<file path="src/rtl/alu_share_arbiter.sv">
// alu_share_arbiter: shares one combinational ALU between an execute-stage
// requester (A) and an auxiliary requester (B). Results are captured into a
// single-entry response buffer and returned over a valid/ready handshake.
// The condition codes follow port-A arithmetic only.
module alu_share_arbiter #(
    parameter int WIDTH        = 16,
    parameter bit FIXED_PRIO_A = 1'b0
) (
    input  logic             clk,
    input  logic             rst,

    input  logic             a_req_valid,
    output logic             a_req_ready,
    input  logic [WIDTH-1:0] a_in1,
    input  logic [WIDTH-1:0] a_in2,
    input  logic [2:0]       a_op,
    output logic             a_resp_valid,
    input  logic             a_resp_ready,

    input  logic             b_req_valid,
    output logic             b_req_ready,
    input  logic [WIDTH-1:0] b_in1,
    input  logic [WIDTH-1:0] b_in2,
    input  logic [2:0]       b_op,
    output logic             b_resp_valid,
    input  logic             b_resp_ready,

    output logic [WIDTH-1:0] resp_data,

    output logic [WIDTH-1:0] alu_in1,
    output logic [WIDTH-1:0] alu_in2,
    output logic [2:0]       alu_ctrl,
    input  logic [WIDTH-1:0] alu_out,
    input  logic             alu_carry,

    output logic [2:0]       ccr
);

    localparam logic [2:0] OP_NOP = 3'b000;
    localparam logic [2:0] OP_ADD = 3'b001;

    typedef enum logic {EMPTY = 1'b0, FULL = 1'b1} state_t;

    state_t state, state_nxt;
    logic   owner;        // 0 = A holds the buffer, 1 = B
    logic   ptr;          // round-robin pointer: 0 = A next, 1 = B next
    logic   owner_ready;
    logic   can_accept;
    logic   both;
    logic   grant_a;
    logic   grant_b;
    logic   grant;
    logic   op_legal;     // granted op is one of add/not/pass1/pass2

    // Arbitration: a slot exists when the buffer is empty or drains this cycle
    always_comb begin
        owner_ready = owner ? b_resp_ready : a_resp_ready;
        can_accept  = (state == EMPTY) || owner_ready;
        both        = a_req_valid && b_req_valid;
        grant_a     = can_accept && a_req_valid &&
                      (!b_req_valid || FIXED_PRIO_A || !ptr);
        grant_b     = can_accept && b_req_valid && !grant_a;
        grant       = grant_a || grant_b;
        a_req_ready = grant_a;
        b_req_ready = grant_b;
    end

    // ALU drive: illegal opcodes go to the ALU as nop so it never sees them
    always_comb begin
        alu_in1  = '0;
        alu_in2  = '0;
        alu_ctrl = OP_NOP;
        op_legal = 1'b0;
        if (grant_a) begin
            alu_in1  = a_in1;
            alu_in2  = a_in2;
            op_legal = (a_op >= 3'b001) && (a_op <= 3'b100);
            alu_ctrl = op_legal ? a_op : OP_NOP;
        end else if (grant_b) begin
            alu_in1  = b_in1;
            alu_in2  = b_in2;
            op_legal = (b_op >= 3'b001) && (b_op <= 3'b100);
            alu_ctrl = op_legal ? b_op : OP_NOP;
        end
    end

    // Buffer occupancy state register
    always_ff @(posedge clk or posedge rst) begin
        if (rst) state <= EMPTY;
        else     state <= state_nxt;
    end

    // Next-state: a grant always (re)fills; a drain without grant empties
    always_comb begin
        state_nxt = state;
        case (state)
            EMPTY: state_nxt = grant ? FULL : EMPTY;
            FULL:  state_nxt = (owner_ready && !grant) ? EMPTY : FULL;
            default: state_nxt = EMPTY;
        endcase
    end

    // Response valid goes only to the port that owns the buffered result
    always_comb begin
        a_resp_valid = (state == FULL) && !owner;
        b_resp_valid = (state == FULL) &&  owner;
    end

    // Capture result and owner at the grant edge; nop/illegal return zero
    always_ff @(posedge clk or posedge rst) begin
        if (rst) begin
            owner     <= 1'b0;
            resp_data <= '0;
        end else if (grant) begin
            owner     <= grant_b;
            resp_data <= op_legal ? alu_out : '0;
        end
    end

    // Pointer flips only on contended grants
    always_ff @(posedge clk or posedge rst) begin
        if (rst)               ptr <= 1'b0;
        else if (both && grant) ptr <= ~ptr;
    end

    // CCR {neg, carry, zero}: port-A legal ops only; carry from add only
    always_ff @(posedge clk or posedge rst) begin
        if (rst) begin
            ccr <= 3'b000;
        end else if (grant_a && op_legal) begin
            ccr[2] <= alu_out[WIDTH-1];
            ccr[0] <= (alu_out == '0);
            if (alu_ctrl == OP_ADD) ccr[1] <= alu_carry;
        end
    end

endmodule

</file>
<file path="config.mk">
export PLATFORM = sky130hd
export DESIGN_NAME = alu_share_arbiter
export DESIGN_NICKNAME = d
export VERILOG_FILES = /design/src/rtl/alu_share_arbiter.sv
export SDC_FILE = /design/constraint.sdc
export NUM_CORES = 1
export LEC_CHECK = 0
export CAP_MARGIN = 30
export CELL_PAD_IN_SITES_DETAIL_PLACEMENT = 0
export CELL_PAD_IN_SITES_GLOBAL_PLACEMENT = 1
export CORE_MARGIN = 2
export CORE_UTILIZATION = 19
export DETAILED_ROUTE_END_ITERATION = 16
export PLACE_DENSITY = 0.87
export SYNTH_ARGS = -nofsm -noshare
export SYNTH_HDL_FRONTEND = slang
export SYNTH_SLANG_ARGS = --single-unit
</file>
<file path="constraint.sdc">
create_clock -name clk -period 1.7 [get_ports clk]
set_input_delay 0.17 -clock clk [delete_from_list [all_inputs] [get_ports clk]]
set_output_delay 0.17 -clock clk [all_outputs]
set_load 0.05 [all_outputs]
</file>
-- Yosys cells after proc, flatten, opt, wreduce, memory -nomap -nowiden
Cells that the tools add are included.
- order comparisons: 4
- eq/ne operators: 1
- muxes and demuxes: 15
- bitwise operators: 2
- reductions and logical operators: 22
- operator list (kind ; count):
    $mux 16 ; 5
    $logic_not 16->1 ; 1
    $logic_and 1x1->1 ; 12
    $mux 3 ; 4
    $ge 3x1->1 const B ; 2
    $le 3x3->1 const B ; 2
    $logic_not 1->1 ; 5
    $mux 1 ; 5
    $eq 3x1->1 const B ; 1
    $logic_or 1x1->1 ; 3
    $not 1->1 ; 2
    $pmux 1 s2 ; 1
    $reduce_and 2->1 ; 1
- register bits: 22
- output and inout bits: 58
- logic and storage cells: 50

-- Logic depth before layout (Yosys ltp)
- depth in word-level cells: 11
- depth in mapped cells: 6

-- Least setup slack after synthesis
No wires, ideal clock.
- path type: reg-to-output
- start: register ptr
- end: output alu_in1[10]
- data arrival time: 1.713 ns
- data required time: 1.530 ns
- path slack: -0.183 ns
- stages on the path, launching flop included: 5
- path buffers: 1
- cell sequence: dfrtp_1 a21bo_2 a21oi_2 buf_2 a22o_1
- longest elaborated chain between the ends: 7
- RTL lines (what ; line ; source):
    from (decl) ; 46 ; logic ptr;
    from (signal assigned) ; 123 ; else if (both && grant) ptr <= ~ptr;
    $logic_not 1->1 (*) ; 61 ; (!b_req_valid || FIXED_PRIO_A || !ptr);
    $logic_or 1x1->1 (*) ; 61 ;
    $logic_and 1x1->1 (*) ; 60 ; grant_a = can_accept && a_req_valid &&
    named net a_req_ready ; 13 ; output logic a_req_ready,
    $logic_not 1->1 ; 62 ; grant_b = can_accept && b_req_valid && !grant_a;
    $logic_and 1x1->1 ; 62 ;
    $mux 16 ; 79 ; end else if (grant_b) begin
    $mux 16 (*) ; 74 ; if (grant_a) begin
    to (decl) ; 30 ; output logic [WIDTH-1:0] alu_in1,
The timed path passes the listed nets; every way through them passes the cells marked *.

-- Worst setup path after layout
- start: register owner
- end: output alu_in2[0]
- longest elaborated chain between the ends: 8
- RTL lines (what ; line ; source):
    from (decl) ; 45 ; logic owner;
    from (signal assigned) ; 115 ; owner <= grant_b;
    $mux 1 (*) ; 57 ; owner_ready = owner ? b_resp_ready : a_resp_ready;
    $logic_or 1x1->1 (*) ; 58 ; can_accept = (state == EMPTY) || owner_ready;
    $logic_and 1x1->1 (2 in series) ; 60 ;
    $logic_not 1->1 ; 62 ;
    $logic_and 1x1->1 ; 62 ;
    $mux 16 ; 79 ;
    $mux 16 (*) ; 74 ;
    to (decl) ; 31 ; output logic [WIDTH-1:0] alu_in2,
Mark *: on every way between the ends. The rest lies on a longest branch, timed or not.

==> flow_metrics.py <==
metrics = {
    "floorplanning": {
        "die_h_um": 89.3,
        "core_mm2": 0.00714,
        "io_pins": 151,
        "die-area_mm2": 0.00797,
        "rows": 31,
        "chipWidth_um": 89.3,
        "start_util_pct": 19.4,
    },
    "global_routing": {
        "overflow": 0,
        "grt_pass1_vias": 1792,
        "antenna_found_initial": 0,
        "grt_max_degree": 23,
        "grt_pass1_wl_um": 8750,
        "grt_usage_pct": 14.0,
    },
    "worst_hold_path": {
        "hp-class": "in -> async",
    },
    "flow_run": {
        "cap_violations": 0,
    },
    "critical_path": {
        "crit_fanout": 22,
        "r2r_start": "owner$_DFFE_PP0P_",
        "required_ns": 1.53,
        "crit_path_end_kind": "output pin",
        "ff2ff_path_depth": 7,
        "arrival_ns": 1.77,
        "crit-reg2reg-capture": "ccr[1]$_DFFE_PP0P_",
        "critPathKind": "reg -> out",
        "rrSetupSlack_ns": -0.13,
        "critPathLaunchType": "flip-flop",
    },
    "logic_synthesis": {
        "ys_ff_latch": 22,
        "ys_types": 32,
        "synthFlopType": "dfrtp_1",
        "yosysTopAreaCell": "dfrtp_1",
        "yosysWarnings": 0,
        "syn_inst": 127,
        "synth_area_leaders": "dfrtp_1 40%, a22o_1 30%, buf_6 4.9%",
        "synth.avg_cell_area_um2": 10.9,
        "synth-edff-count": 0,
        "syn-num-nets": 220,
        "synthTopCellsByCount": "48 x a22o_1, 22 x dfrtp_1, 6 x buf_6",
        "yosysMostFrequentCell": "a22o_1",
        "synthesis.area_mm2": 0.00138,
        "ys_async_sr_fraction_pct": 100,
        "yosysTopAreaCellShare_pct": 39.9,
        "ys_seq_area_share_pct": 39.9,
    },
    "routing": {
        "vias_per_cell": 4.62,
        "via_count": 1783,
        "routedWlPerCell_um": 15.9,
        "drt-pass1-iter-count": 4,
        "dr.first_iter.drc_count": 43,
        "final_antenna_net_count": 0,
        "drc": 0,
        "drt_wl_total_um": 6120,
    },
    "timing": {
        "clock.fmax_mhz": 515,
        "tightest_slew_ns": 0.703,
        "max_slew_margin_pct": 53.1,
        "rsz0062_at_grt": "true",
        "period_needed_ns": 1.94,
        "worst_slack_ns": -0.243,
        "period_share_pct": 114,
        "finClkSkew_ns": 0.00271,
        "fin_setup_tns_ns": -7.30,
        "finalMaxSlewViolations": 0,
        "hold_viol": 0,
        "setup_violations": 34,
        "hold_ws_ns": 0.245,
    },
    "placement": {
        "io_buffers": 150,
        "hpwl_um": 4720,
        "gp_congestion": 0.738,
    },
    "final_layout": {
        "n_antenna_cell": 0,
        "drive_above_1_share_pct": 37.3,
        "regArea_um2": 551,
        "nFillCells": 636,
        "multi_input_area_um2": 968,
        "area_growth_pct": 171,
        "fin_nets": 381,
        "post-route-util_pct": 52.4,
    },
    "cts": {
        "h-tree-depth": 1,
        "tritoncts.num_buffers": 3,
        "cts.path.max_buffers": 2,
        "root_buffer": "clkbuf_8",
        "cts_tree": "built",
        "cts_hold_repair.buffers": 0,
        "path_clk_slew_ns": 0.08,
        "clk_latency_ns": 0.25,
        "clock-sinks": 22,
    },
    "power_and_ir_drop": {
        "powerDensity_mw_per_mm2": 1440,
        "p_total_mw": 5.40,
        "ir_drop_v": 0.000794,
        "leakagePower_nw": 1.54,
    },
    "run_status": {
        "status": "finished, violations left",
        "failed_checks": "setup timing",
    },
}
## per-layer routing
metal  global-route usage, %  routed length (µm)  vias to the layer above
met5                       0                   0                        -
met4                    2.58                  21                        0
met3                    3.32                 678                        2
met2                    26.9                3190                      102
met1                    15.7                2230                      842
li1                        -                   -                      837
## final cells by class
cell class,count,share of cell area [%]
repair buffers,165,54.4
multi-input cells,94,25.9
flip-flops and latches,22,14.7
well taps,99,3.31
clock buffers,4,1.47
inverters,2,0.201
## stage by stage
step	setup WS, ns	std cells	instance area [µm²]
2_1_floorplan	-0.102	127	1490
3_3_place_gp	-0.213	377	3510
3_5_place_dp	-0.261	377	3510
4_1_cts	-0.284	385	3650
5_1_grt	-0.318	386	3740
6_report	-0.243	386	3740
## critical path: stages (launching register included)
cell	delay, ns
dfrtp_1	0.42
mux2i_4	0.21
buf_6	0.13
a21oi_4	0.21
buf_12	0.20
a22o_1	0.19
buf_12	0.14
## where the power goes
| part | switching (mW) | total [mW] | internal, mW |
|---|---|---|---|
| clock network | 0.160 | 0.366 | 0.206 |
| logic | 2.26 | 4.18 | 1.93 |
| registers | 0.137 | 0.853 | 0.715 |
| total | 2.55 | 5.40 | 2.85 |
## worst max-delay path by stage
stage,start,end,slack [ns],cells after the start
finish,owner$_DFFE_PP0P_,alu_in2[0],-0.24,6
global route,owner$_DFFE_PP0P_,alu_in2[0],-0.32,6
CTS,owner$_DFFE_PP0P_,alu_in1[3],-0.28,6
detailed placement,b_req_valid,alu_in2[7],-0.26,5
global placement,a_req_valid,alu_in2[7],-0.21,5
floorplan,owner$_DFFE_PP0P_,alu_ctrl[0],-0.10,4
## layout by cell type, fill, tap and decap left out, drive strengths merged, types with 3 or more instances in the layout
| master | instances |
|---|---|
| nor4 | 4 |
| clkdlybuf4s50 | 107 |
| nand3 | 3 |
| nor2 | 3 |
| nand2 | 3 |
| a21oi | 6 |
| o21ai | 4 |
| a22o | 48 |
| clkbuf | 4 |
| buf | 56 |
| and3 | 3 |
| dfrtp | 22 |
## logic make-up after synthesis
group / after synthesis / share of synthesized area [%]
flops: 22 / 39.9
xor+xnor: 1 / 0.634
simple gates: 25 / 10.9
compound gates: 63 / 38.9
mux: 3 / 2.63
buf+inv: 13 / 7.16
## state kept, by name, indices dropped and copies added (netlist names)
name	cells
ccr	3
owner	1
ptr	1
resp_data	16
state	1
## timing repair
action	CTS	global route
endpoints found under the setup margin	37	41
pin swaps	1	7
endpoints found under the hold margin	0	0
resized for setup	13	14
setup buffers	2	2
gates cloned	2	0
(Power assumes the default switching activity.)
